$ cat src/rtl/fifo_rr_arbiter.sv
// Round-robin pop controller between four source FIFOs and one destination FIFO.
// Pops are captured one cycle later and forwarded through a registered write port.
module fifo_rr_arbiter #(
    parameter int unsigned DATA_WIDTH = 4,
    parameter int unsigned BURST      = 4
) (
    input  logic                    clk,
    input  logic                    rst,
    input  logic [3:0]              src_empty,
    input  logic [4*DATA_WIDTH-1:0] src_data,
    output logic [3:0]              src_rd_en,
    input  logic                    dst_full,
    input  logic                    dst_almost_full,
    output logic                    dst_wr_en,
    output logic [DATA_WIDTH-1:0]   dst_data,
    output logic [1:0]              grant,
    output logic [7:0]              fwd_count
);

    typedef enum logic {StIdle, StServe} state_e;

    localparam logic [3:0] BurstMax = 4'(BURST);

    state_e                state_q, state_d;
    logic [1:0]            grant_q, grant_d;
    logic [3:0]            burst_cnt_q, burst_cnt_d;
    logic                  pend_valid_q;
    logic [1:0]            pend_src_q;
    logic                  dst_wr_en_q;
    logic [DATA_WIDTH-1:0] dst_data_q;
    logic [7:0]            fwd_count_q;

    logic                  stall;
    logic                  pop;
    logic [3:0]            cnt_inc;
    logic                  found_other;
    logic [1:0]            next_other;
    logic                  found_any;
    logic [1:0]            next_any;
    logic [1:0]            idx;
    logic [DATA_WIDTH-1:0] pend_word;

    assign stall   = dst_full | dst_almost_full;
    assign pop     = (state_q == StServe) && !src_empty[grant_q] && !stall;
    assign cnt_inc = burst_cnt_q + 4'd1;

    always_comb begin
        src_rd_en = '0;
        if (pop) begin
            src_rd_en[grant_q] = 1'b1;
        end
    end

    // Scan offsets downward so the nearest non-empty source after grant wins.
    always_comb begin
        found_other = 1'b0;
        next_other  = grant_q;
        idx         = grant_q;
        for (int k = 3; k >= 1; k--) begin
            idx = grant_q + 2'(k);
            if (!src_empty[idx]) begin
                found_other = 1'b1;
                next_other  = idx;
            end
        end
        found_any = found_other | !src_empty[grant_q];
        next_any  = found_other ? next_other : grant_q;
    end

    always_comb begin
        state_d     = state_q;
        grant_d     = grant_q;
        burst_cnt_d = burst_cnt_q;
        unique case (state_q)
            StIdle: begin
                if (found_any) begin
                    state_d     = StServe;
                    grant_d     = next_any;
                    burst_cnt_d = 4'd0;
                end
            end
            StServe: begin
                if (!stall) begin
                    if (pop) begin
                        burst_cnt_d = cnt_inc;
                    end
                    if ((pop && cnt_inc == BurstMax) || src_empty[grant_q]) begin
                        burst_cnt_d = 4'd0;
                        if (found_other) begin
                            grant_d = next_other;
                        end else if (src_empty[grant_q]) begin
                            state_d = StIdle;
                        end
                    end
                end
            end
        endcase
    end

    assign pend_word = src_data[32'(pend_src_q) * DATA_WIDTH +: DATA_WIDTH];

    always_ff @(posedge clk or negedge rst) begin
        if (!rst) begin
            state_q      <= StIdle;
            grant_q      <= 2'd3;
            burst_cnt_q  <= 4'd0;
            pend_valid_q <= 1'b0;
            pend_src_q   <= 2'd0;
            dst_wr_en_q  <= 1'b0;
            dst_data_q   <= '0;
            fwd_count_q  <= 8'd0;
        end else begin
            state_q      <= state_d;
            grant_q      <= grant_d;
            burst_cnt_q  <= burst_cnt_d;
            pend_valid_q <= pop;
            if (pop) begin
                pend_src_q <= grant_q;
            end
            // In-flight words complete regardless of stall; the destination keeps 2 spare slots.
            dst_wr_en_q <= pend_valid_q;
            if (pend_valid_q) begin
                dst_data_q  <= pend_word;
                fwd_count_q <= fwd_count_q + 8'd1;
            end
        end
    end

    assign dst_wr_en = dst_wr_en_q;
    assign dst_data  = dst_data_q;
    assign grant     = grant_q;
    assign fwd_count = fwd_count_q;

endmodule

$ cat config.mk
export PLATFORM = sky130hd
export DESIGN_NAME = fifo_rr_arbiter
export DESIGN_NICKNAME = d
export VERILOG_FILES = /design/src/rtl/fifo_rr_arbiter.sv
export SDC_FILE = /design/constraint.sdc
export NUM_CORES = 1
export LEC_CHECK = 0
export ABC_AREA = 0
export BUFFER_PORTS_ARGS = -buffer_cell sky130_fd_sc_hd__clkbuf_2
export CORE_ASPECT_RATIO = 0.6
export CORE_UTILIZATION = 53
export DETAILED_ROUTE_END_ITERATION = 12
export HOLD_SLACK_MARGIN = 0.15
export PLACE_DENSITY = 0.83
export SLEW_MARGIN = 20
export SYNTH_ARGS = -nofsm -noshare
export SYNTH_HDL_FRONTEND = slang
export SYNTH_SLANG_ARGS = --single-unit
$ cat constraint.sdc
create_clock -name clk -period 3.15 [get_ports clk]
set_input_delay 0.63 -clock clk [delete_from_list [all_inputs] [get_ports clk]]
set_output_delay 0.63 -clock clk [all_outputs]
set_load 0.02 [all_outputs]
Yosys cells after proc, flatten, opt, wreduce, memory -nomap -nowiden. Cells that the tools add are included. W data, S select, Z words.

Output and inout bits: 19. Input bits: 24. Register bits: 23.

Bitwise operators: 3. Eq/ne operators: 5. $add $sub $neg: 5. $lt $le $gt $ge: 5. Reductions and logical operators: 9. Shift operators: 1. Multiplexer cells: 33.

Operators with widths (number): $mux W4 (5); $shiftx A16 B5 Y4 (1); $mux W2 (7); $mux W1 (13); $lt A2 B3 Y1 const B (4); $add A8 B1 Y8 const B (1); $bmux W1 S2 (4); $pmux W4 S2 (1); $reduce_and A3 Y1 (2); $add A2 B2 Y2 const B (2); $add A4 B1 Y4 const B (1); $eq A4 B3 Y1 const B (1); $logic_and A1 B1 Y1 (4); $ne A2 B2 Y1 const B (2); $pmux W2 S2 (1); $ne A3 B1 Y1 const B (1); $add A2 B1 Y2 const B (1); $demux W1 S2 (1); $ge A2 B1 Y1 const B (1); $logic_not A1 Y1 (2); $ne A2 B1 Y1 const B (1); $or A1 B1 Y1 (2); $pmux W1 S2 (1); $logic_or A1 B1 Y1 (1); $not A1 Y1 (1).

Longest topological paths before layout. Gate-level depths: netlist of run 1.

Word-level depth: 10. Mapped depth: 7. Depth with buffers taken out: 6.

Least setup slack after synthesis of run 1. Ideal clock, no wire load.

Path kind: register to output. Start: register grant_q[0], in the netlist grant[0]. End: output src_rd_en[0]. Path slack: 677 ps. Data arrival time: 1843 ps. Cell stages (with the launch flop): 5. Buffers on the path: 0. Cells stage by stage: dfstp_2 -> mux4_2 -> nand2b_4 -> nor3_4 -> and2_1.

Word-level cells in the longest chain between the ends: 6.

RTL lines: start: declaration (line 25) `logic [1:0] grant_q, grant_d;`; start signal: assignment (line 114) `grant_q <= grant_d;`; $bmux W1 S2 (line 44) `assign pop = (state_q == StServe) && !src_empty[grant_q] && !stall;`; $mux W1 (not written as such) (line 44); $logic_not A1 Y1 (line 44); $logic_and A1 B1 Y1 (2 in series) (line 44); via pop (line 34) `logic pop;`; $mux W4 (line 49) `if (pop) begin`; end: declaration (line 11) `output logic [3:0] src_rd_en,`.

The timed path passes the listed nets, and every way through them passes these cells. The select of a mux whose other input is x is not followed.

Final worst setup path of run 1.
Start: register grant_q[0], in the netlist grant[0]. End: output src_rd_en[3].

The elaborated chain is that of the path after synthesis.

==> flow_summary.ini, run 1 <==
[setup_path]
reg2reg_depth = 4
worstSetupStartpoint = grant[0]$_DFFE_PN1P_
end_kind = output pin
cp_max_fo = 10
r2r_end = pend_src_q[1]$_DFFE_PN0P_
endpoint = src_rd_en[3]
cp-start-kind = flop
critPathMaxStageDelay_ns = 0.55
r2r_slack_ns = 1.14
timing.rr.start = grant[0]$_DFFE_PN1P_
critPathSlowestCell = dfstp_2
cp.arrival_ns = 2.18
worst-setup-path-type = reg -> out
worstPathCellList = mux4_2 > nand2b_4 > nor3_4 > and2_1 > clkbuf_2
required_ns = 2.52

[placement]
place.gp.congestion = 0.818
dp_hpwl_um = 2260
placedInstanceArea_um2 = 1550
port_buffers = 42

[synthesis]
ys_ff_latch = 23
synth-seq-area-share = 0.444
synth_xor_area_frac = 0.0538
syn_area_um2 = 1300
syn_avg_cell_area_um2 = 12.1
syn_nets = 138
synthMuxAreaShare = 0.198
synth_compound_area_frac = 0.0807
synthDistinctLibCells = 34
synth_top_family_by_area = multiplexers
synth_cells = 108
yosys_warnings = 0
synthSimpleGateAreaFrac = 0.148
synthAdderAreaFrac = 0.0576

[timing]
rsz0062_at_grt = false
slew_violations = 0
period_share = 0.893
slew_headroom = 0.618
hold_viol = 0
worstMarginPinSlew_ns = 0.573
fin_crit_ns = 2.81
max_freq_mhz = 355
tns_ns = 0
fin_skew_ns = 0.00167
finalSetupViolations = 0

[clocking]
htreeDepth = 1
clock_latency_ns = 0.26
cts_max_path_buffers = 2
clkSinkCount = 23
cts_buffers = 3
root_buffer = clkbuf_8
holdBufCountCts = 0
cts_tree = built
cts.repair.resized = 0
clkTransAtPathRegs_ns = 0.08
post_cts_buffers = 0

[detailed_routing]
routedWlPerCell_um = 15.6
antenna_left = 0
viasPerCell = 5.67
drt_iter0_markers = 42
drtPass1Iterations = 4
wl_um = 2850
vias = 1038
remaining_drc_errors = 0

[final_layout]
layout_commonest_cell = clkbuf_2
final_area_um2 = 1600
drive_above_1_share = 0.438
final_util = 0.711
final_cell_mix = clkbuf_2 (42), dfrtp_1 (21), nand2_1 (13)
filler_cell_count = 172
fin_nets = 184
area_delta_synth_final_pct = 22.5
seq_area_um2 = 578
multi_input_area_um2 = 701
num_antenna_cells = 0

[die]
die_h_um = 40.4
die_w_um = 66
num_rows = 13
io_pins = 43
start_util = 0.580
core_um2 = 2240
dieArea_um2 = 2670

[grt]
grt_pass1_vias = 954
antenna_found_initial = 0
gr-total-overflow = 0
grt_max_degree = 24
grt_pass1_wl_um = 4460
grt_usage = 0.242

[power_and_ir_drop]
cellLeakagePower_uw = 0.000791
p_per_area_nw_per_um2 = 826
max-vdd-ir-drop_v = 0.000450

[run]
max_cap_violations = 0

[worst_hold_path]
holdCritPathClass = in -> async

[run_status]
status = finished, final reports clean
routing by layer:
metal	wire, um	share of wire	track usage	vias to the layer above
li1	-	-	-	487
met1	1260	0.44	0.298	495
met2	1330	0.47	0.431	52
met3	223	0.078	0.0710	4
met4	36	0.013	0.0638	0
met5	0	0	0	-
critical path, delay by kind of cell, from the launching register on:
family	cells	cell delay, ns
buffers and inverters	1	0.16
flip-flops	1	0.55
multiplexers	1	0.48
AND/OR/NAND/NOR	3	0.72
cells by family after synthesis:
| kind of cell | count (synthesis) |
|---|---|
| and+or+nand+nor | 35 |
| DFF | 23 |
| AOI/OAI and AO/OA | 15 |
| muxes | 15 |
| xor gates and xnor gates | 8 |
| buffers and inverters | 6 |
| adders and majority gates | 6 |
worst min-delay path by stage:
stage                                   from                    endpoint  slack [ns]
global route                             rst    fwd_count[7]$_DFFE_PN0P_        0.38
floorplan                                rst  burst_cnt_q[0]$_DFFE_PN0P_        0.33
detailed placement  fwd_count[7]$_DFFE_PN0P_    fwd_count[7]$_DFFE_PN0P_        0.47
CTS                                      rst    fwd_count[3]$_DFFE_PN0P_        0.35
global placement    fwd_count[7]$_DFFE_PN0P_    fwd_count[7]$_DFFE_PN0P_        0.46
finish                                   rst    fwd_count[7]$_DFFE_PN0P_        0.35
registers in the layout (all words and copies together), names as in the netlist:
signal and cells:
burst_cnt_q 4, dst_data 4, dst_wr_en 1, fwd_count 8, grant 2, pend_src_q 2, pend_valid_q 1, state_q 1
Yosys cell counts (all sizes together):
cell / n / share of area
mux4: 7 / 0.12
mux2: 7 / 0.066
xnor2: 5 / 0.034
a31o: 1 / 0.0067
o211a: 1 / 0.0077
or3b: 1 / 0.0067
ha: 6 / 0.058
a21oi: 1 / 0.0038
nor3: 2 / 0.016
o211ai: 1 / 0.0058
o21ai: 7 / 0.027
o32a: 1 / 0.0077
dfstp: 2 / 0.040
nor2: 4 / 0.012
nand3: 4 / 0.015
o31a: 1 / 0.0067
nand4b: 1 / 0.0067
and2: 4 / 0.019
buf: 1 / 0.0038
mux2i: 1 / 0.0077
inv: 4 / 0.012
nand4: 3 / 0.014
clkbuf: 1 / 0.0029
a221o: 1 / 0.0077
nand2: 13 / 0.037
nand2b: 2 / 0.015
dfrtp: 21 / 0.40
xor2: 3 / 0.020
or2: 1 / 0.0048
a32o: 1 / 0.0077
power breakdown:
group          internal [uW]  switching [uW]
Combinational            305             304
Clock                   88.3            92.7
Sequential               403             124
metrics by stage:
step	total power [uW]	cells	hold WS (ns)	worst slack, ns
6_report	1320	183	0.348	0.336
3_5_place_dp	1140	179	0.473	0.400
2_1_floorplan	951	108	0.334	0.677
3_3_place_gp	1110	179	0.461	0.453
5_1_grt	1410	183	0.381	0.254
4_1_cts	1330	183	0.354	0.335
final cells by class:
type | instances | area share
clock buffer | 3 | 0.0259
sequential | 23 | 0.362
timing repair buffer | 43 | 0.136
clock inverter | 1 | 0.00314
tap | 30 | 0.0235
multi-input combinational | 79 | 0.439
inverter | 4 | 0.00941
(Power assumes the default switching activity.)
==> run 2: changes to the inputs <==
Settings changed: CORE_UTILIZATION 53 to 56, CTS_BUF_LIST set to sky130_fd_sc_hd__clkbuf_2 sky130_fd_sc_hd__clkbuf_4 sky130_fd_sc_hd__clkbuf_8, PLACE_DENSITY 0.83 to 0.95.
==> run 2 against run 1 <==
  * Clock power shrank 3%
  * Clock skew is essentially flat
  * Core utilization grew 2.1 points
  * Global-route usage grew 2.0 points
  * Worst setup slack lost 0.089 ns
  * Count of clock-buffer cells in the layout is the same
  * Via count grew 4.0%
  * Critical path type unchanged
  * Largest cell class unchanged
  * Largest power group unchanged
==> flow_summary.ini, run 2 (synthesis gave the netlist of run 1 again) <==
[setup_path]
cp-start-kind = flop
cp_max_fo = 15
worst-setup-path-type = reg -> out
cp.arrival_ns = 2.27
timing.rr.start = grant[0]$_DFFE_PN1P_
reg2reg_depth = 5
worstSetupStartpoint = grant[0]$_DFFE_PN1P_
r2r_slack_ns = 0.84
r2r_end = pend_src_q[0]$_DFFE_PN0P_
required_ns = 2.52
end_kind = output pin

[clocking]
root_buffer = clkbuf_8
cts_buffers = 3
cts_max_path_buffers = 2
clkTransAtPathRegs_ns = 0.08
cts.repair.resized = 0
post_cts_buffers = 0
clock_latency_ns = 0.26
clkSinkCount = 23
cts_tree = built
htreeDepth = 1
holdBufCountCts = 0

[timing]
max_freq_mhz = 344
worstMarginPinSlew_ns = 0.554
period_share = 0.922
rsz0062_at_grt = false
setup_slack_ns = 0.247
slew_violations = 0
tns_ns = 0
hold_viol = 0
fin_skew_ns = 0.00211
fin_crit_ns = 2.90
slew_headroom = 0.631
finalSetupViolations = 0

[grt]
grt.busiest_layer = met2
grt_usage = 0.262
grt_use_met3 = 0.0698
grt_max_degree = 24
antenna_found_initial = 0
grt_use_met2 = 0.434
met1_usage = 0.352
gr-total-overflow = 0
grt_pass1_wl_um = 4600
grt_pass1_vias = 929

[final_layout]
drive_above_1_share = 0.438
final_util = 0.732
seq_area_um2 = 578
final_cell_mix = clkbuf_2 (42), dfrtp_1 (21), nand2_1 (13)
largest_reg_flops = 8
filler_cell_count = 151
fin_nets = 184
multi_input_area_um2 = 701
num_antenna_cells = 0
area_delta_synth_final_pct = 22.5
layout_commonest_cell = clkbuf_2

[die]
start_util = 0.598
io_pins = 43
core_um2 = 2180
die_w_um = 64.3
num_rows = 13
die_h_um = 39.4
dieArea_um2 = 2530

[placement]
port_buffers = 42
pre_cts_slack_ns = 0.546
dp_hpwl_um = 2130
place.gp.congestion = 0.864

[power_and_ir_drop]
cellLeakagePower_uw = 0.000791
max-vdd-ir-drop_v = 0.000520
p_per_area_nw_per_um2 = 828
power_uw = 1320

[run_status]
status = finished, final reports clean

[detailed_routing]
wl_um = 2990
routedWlPerCell_um = 16.3
antenna_left = 0
drtPass1Iterations = 6
viasPerCell = 5.90
vias = 1080
drt_iter0_markers = 48
remaining_drc_errors = 0

[run]
max_cap_violations = 0

[worst_hold_path]
holdCritPathClass = in -> async
==> run 2: cell counts in the layout (fill, tap and decap cells not counted) <==
No cell type changed its count.
==> run 2: worst max-delay path by stage <==
stage,to,slack (ns),cells after the start
3_3_place_gp,src_rd_en[2],0.63,6
3_5_place_dp,src_rd_en[0],0.55,6
5_1_grt,src_rd_en[0],0.13,5
6_report,src_rd_en[0],0.25,5
4_1_cts,src_rd_en[0],0.22,5
2_1_floorplan,src_rd_en[0],0.68,4
==> run 2: cell type report <==
type	count	share of cell area
Multi-Input combinational cell	79	0.439
Sequential cell	23	0.362
Timing Repair Buffer	43	0.136
Clock buffer	3	0.0259
Tap cell	30	0.0235
Inverter	4	0.00941
Clock inverter	1	0.00314
==> run 2: worst max-delay path, stage by stage, from the launching register on <==
cell and delay, ns:
dfstp_2 0.73, mux4_2 0.55, nand2b_4 0.18, nor3_4 0.21, and2_1 0.18, clkbuf_2 0.17
==> run 2: stage by stage <==
step                      std cells  hold slack, ns  cell area [um^2]
after floorplan                 108           0.334              1300
after global placement          179           0.461              1550
after detailed placement        179           0.495              1550
after CTS                       183           0.359              1600
after global routing            183           0.380              1600
final                           183           0.343              1600
==> run 2: metal layers <==
| metal | vias to the layer above | wire [um] | part of all wire |
|---|---|---|---|
| met5 | - | 0 | 0 |
| met4 | 0 | 12 | 0.0040 |
| met3 | 2 | 216 | 0.072 |
| met2 | 61 | 1460 | 0.49 |
| met1 | 531 | 1290 | 0.43 |
| li1 | 486 | - | - |
==> run 2: power breakdown <==
| group | leakage, uW | total [uW] | internal (uW) | switching (uW) |
|---|---|---|---|---|
| clock network | 0.0000255 | 176 | 88.1 | 87.9 |
| registers | 0.000287 | 554 | 404 | 150 |
| logic | 0.000479 | 591 | 302 | 288 |
| total | 0.000791 | 1320 | 794 | 526 |
==> run 3: changes to the inputs <==
Settings changed: RECOVER_POWER set to 50.
==> run 3 against run 2 <==
  * Combinational power hardly changed
  * Maximum frequency is 0.33% lower
  * Non-clock buffer count stayed put
  * Total power is 0.36% higher
  * Via count is 0.93% lower
  * Core utilization is 0.11 points lower
  * Clock skew is 0.0013 ns higher
  * Count of clock-buffer cells in the layout stayed put
  * Global-route usage stayed put
  * Wire length is 0.13% lower
  * Final area is 0.16% lower
  * Register-to-register slack hardly changed
  * Critical path type unchanged
  * Largest power group unchanged
==> flow_summary.ini, run 3 (synthesis gave the netlist of run 1 again) <==
[run_status]
status = finished, final reports clean

[detailed_routing]
routedWlPerCell_um = 16.3
viasPerCell = 5.85
vias = 1070
wl_um = 2980
remaining_drc_errors = 0
antenna_left = 0
drt_iter0_markers = 61
drtPass1Iterations = 6

[clocking]
htreeDepth = 1
root_buffer = clkbuf_8
clkTransAtPathRegs_ns = 0.08
clkSinkCount = 23
cts_buffers = 3
cts.repair.resized = 0
cts_max_path_buffers = 2
cts_tree = built
clock_latency_ns = 0.27
post_cts_buffers = 0
holdBufCountCts = 0

[timing]
max_freq_mhz = 343
tns_ns = 0
whs_ns = 0.499
rsz0062_at_grt = false
hold_viol = 0
finalSetupViolations = 0
fin_crit_ns = 2.91
period_share = 0.925
worstMarginPinSlew_ns = 1.15
fin_skew_ns = 0.00342
slew_headroom = 0.230
slew_violations = 0

[die]
die_h_um = 39.4
num_rows = 13
start_util = 0.598
die_w_um = 64.3
io_pins = 43
dieArea_um2 = 2530
core_um2 = 2180

[setup_path]
worstSetupStartpoint = grant[0]$_DFFE_PN1P_
cp.arrival_ns = 2.28
r2r_end = pend_src_q[0]$_DFFE_PN0P_
required_ns = 2.52
endpoint = src_rd_en[0]
reg2reg_depth = 5
cp-start-kind = flop
timing.rr.start = grant[0]$_DFFE_PN1P_
r2r_slack_ns = 0.83
worst-setup-path-type = reg -> out
end_kind = output pin
cp_max_fo = 15

[final_layout]
largest_reg_flops = 8
layout_commonest_cell = clkbuf_2
filler_cell_count = 153
drive_above_1_share = 0.425
final_cell_mix = clkbuf_2 (40), dfrtp_1 (21), nand2_1 (13)
num_antenna_cells = 0
fin_nets = 184
area_delta_synth_final_pct = 22.3

[grt]
grt_usage = 0.262
grt_pass1_wl_um = 4600
gr-total-overflow = 0
grt_max_degree = 24
grt_pass1_vias = 929
antenna_found_initial = 0

[placement]
place.gp.congestion = 0.864
port_buffers = 42
dp_hpwl_um = 2130

[run]
max_cap_violations = 0

[power_and_ir_drop]
max-vdd-ir-drop_v = 0.000518
p_per_area_nw_per_um2 = 832
cellLeakagePower_uw = 0.000785

[worst_hold_path]
holdCritPathClass = reg -> reg
run 3: worst min-delay path by stage:
stage,cells after the start,slack [ns],startpoint,to
floorplan,0,0.33,rst,burst_cnt_q[0]$_DFFE_PN0P_
global placement,1,0.46,fwd_count[7]$_DFFE_PN0P_,fwd_count[7]$_DFFE_PN0P_
detailed placement,1,0.49,dst_data[2]$_DFFE_PN0P_,dst_data[2]$_DFFE_PN0P_
CTS,1,0.36,rst,dst_data[2]$_DFFE_PN0P_
global route,1,0.54,fwd_count[6]$_DFFE_PN0P_,fwd_count[6]$_DFFE_PN0P_
finish,1,0.50,fwd_count[7]$_DFFE_PN0P_,fwd_count[7]$_DFFE_PN0P_
run 3: stage by stage:
stage | setup WS, ns | power, uW | util | instance area, um^2 | std cells
finish | 0.237 | 1330 | 0.731 | 1590 | 183
global route | 0.131 | 1410 | 0.731 | 1590 | 183
CTS | 0.222 | 1330 | 0.732 | 1600 | 183
detailed placement | 0.546 | 1130 | 0.711 | 1550 | 179
global placement | 0.633 | 1100 | 0.711 | 1550 | 179
floorplan | 0.677 | 951 | - | 1300 | 108
run 3: critical path: stages, from the launching register on:
cell      delay, ns
dfstp_2        0.73
mux4_2         0.55
nand2b_4       0.18
nor3_4         0.21
and2_1         0.18
clkbuf_2       0.17
run 3: layer usage:
layer	global-route usage	vias up	part of all wire
met3	0.0698	8	0.055
met2	0.434	48	0.48
met4	0.0556	0	0.014
li1	-	485	-
met5	0	-	0
met1	0.352	529	0.45
run 3: cell type report:
cell class | count | area, um^2 | area share
flip-flops and latches | 23 | 578 | 0.363
repair buffers | 43 | 215 | 0.135
well taps | 30 | 37.5 | 0.0236
multi-input cells | 79 | 701 | 0.440
inverters | 4 | 15.0 | 0.00943
clock inverters | 1 | 5.00 | 0.00314
clock buffers | 3 | 41.3 | 0.0259
run 3: report_power, final:
group	total, uW	internal [uW]	leakage, uW	switching (uW)
logic	591	302	0.000473	289
registers	553	404	0.000287	149
clock network	181	88.4	0.0000255	92.8
total	1330	794	0.000785	531
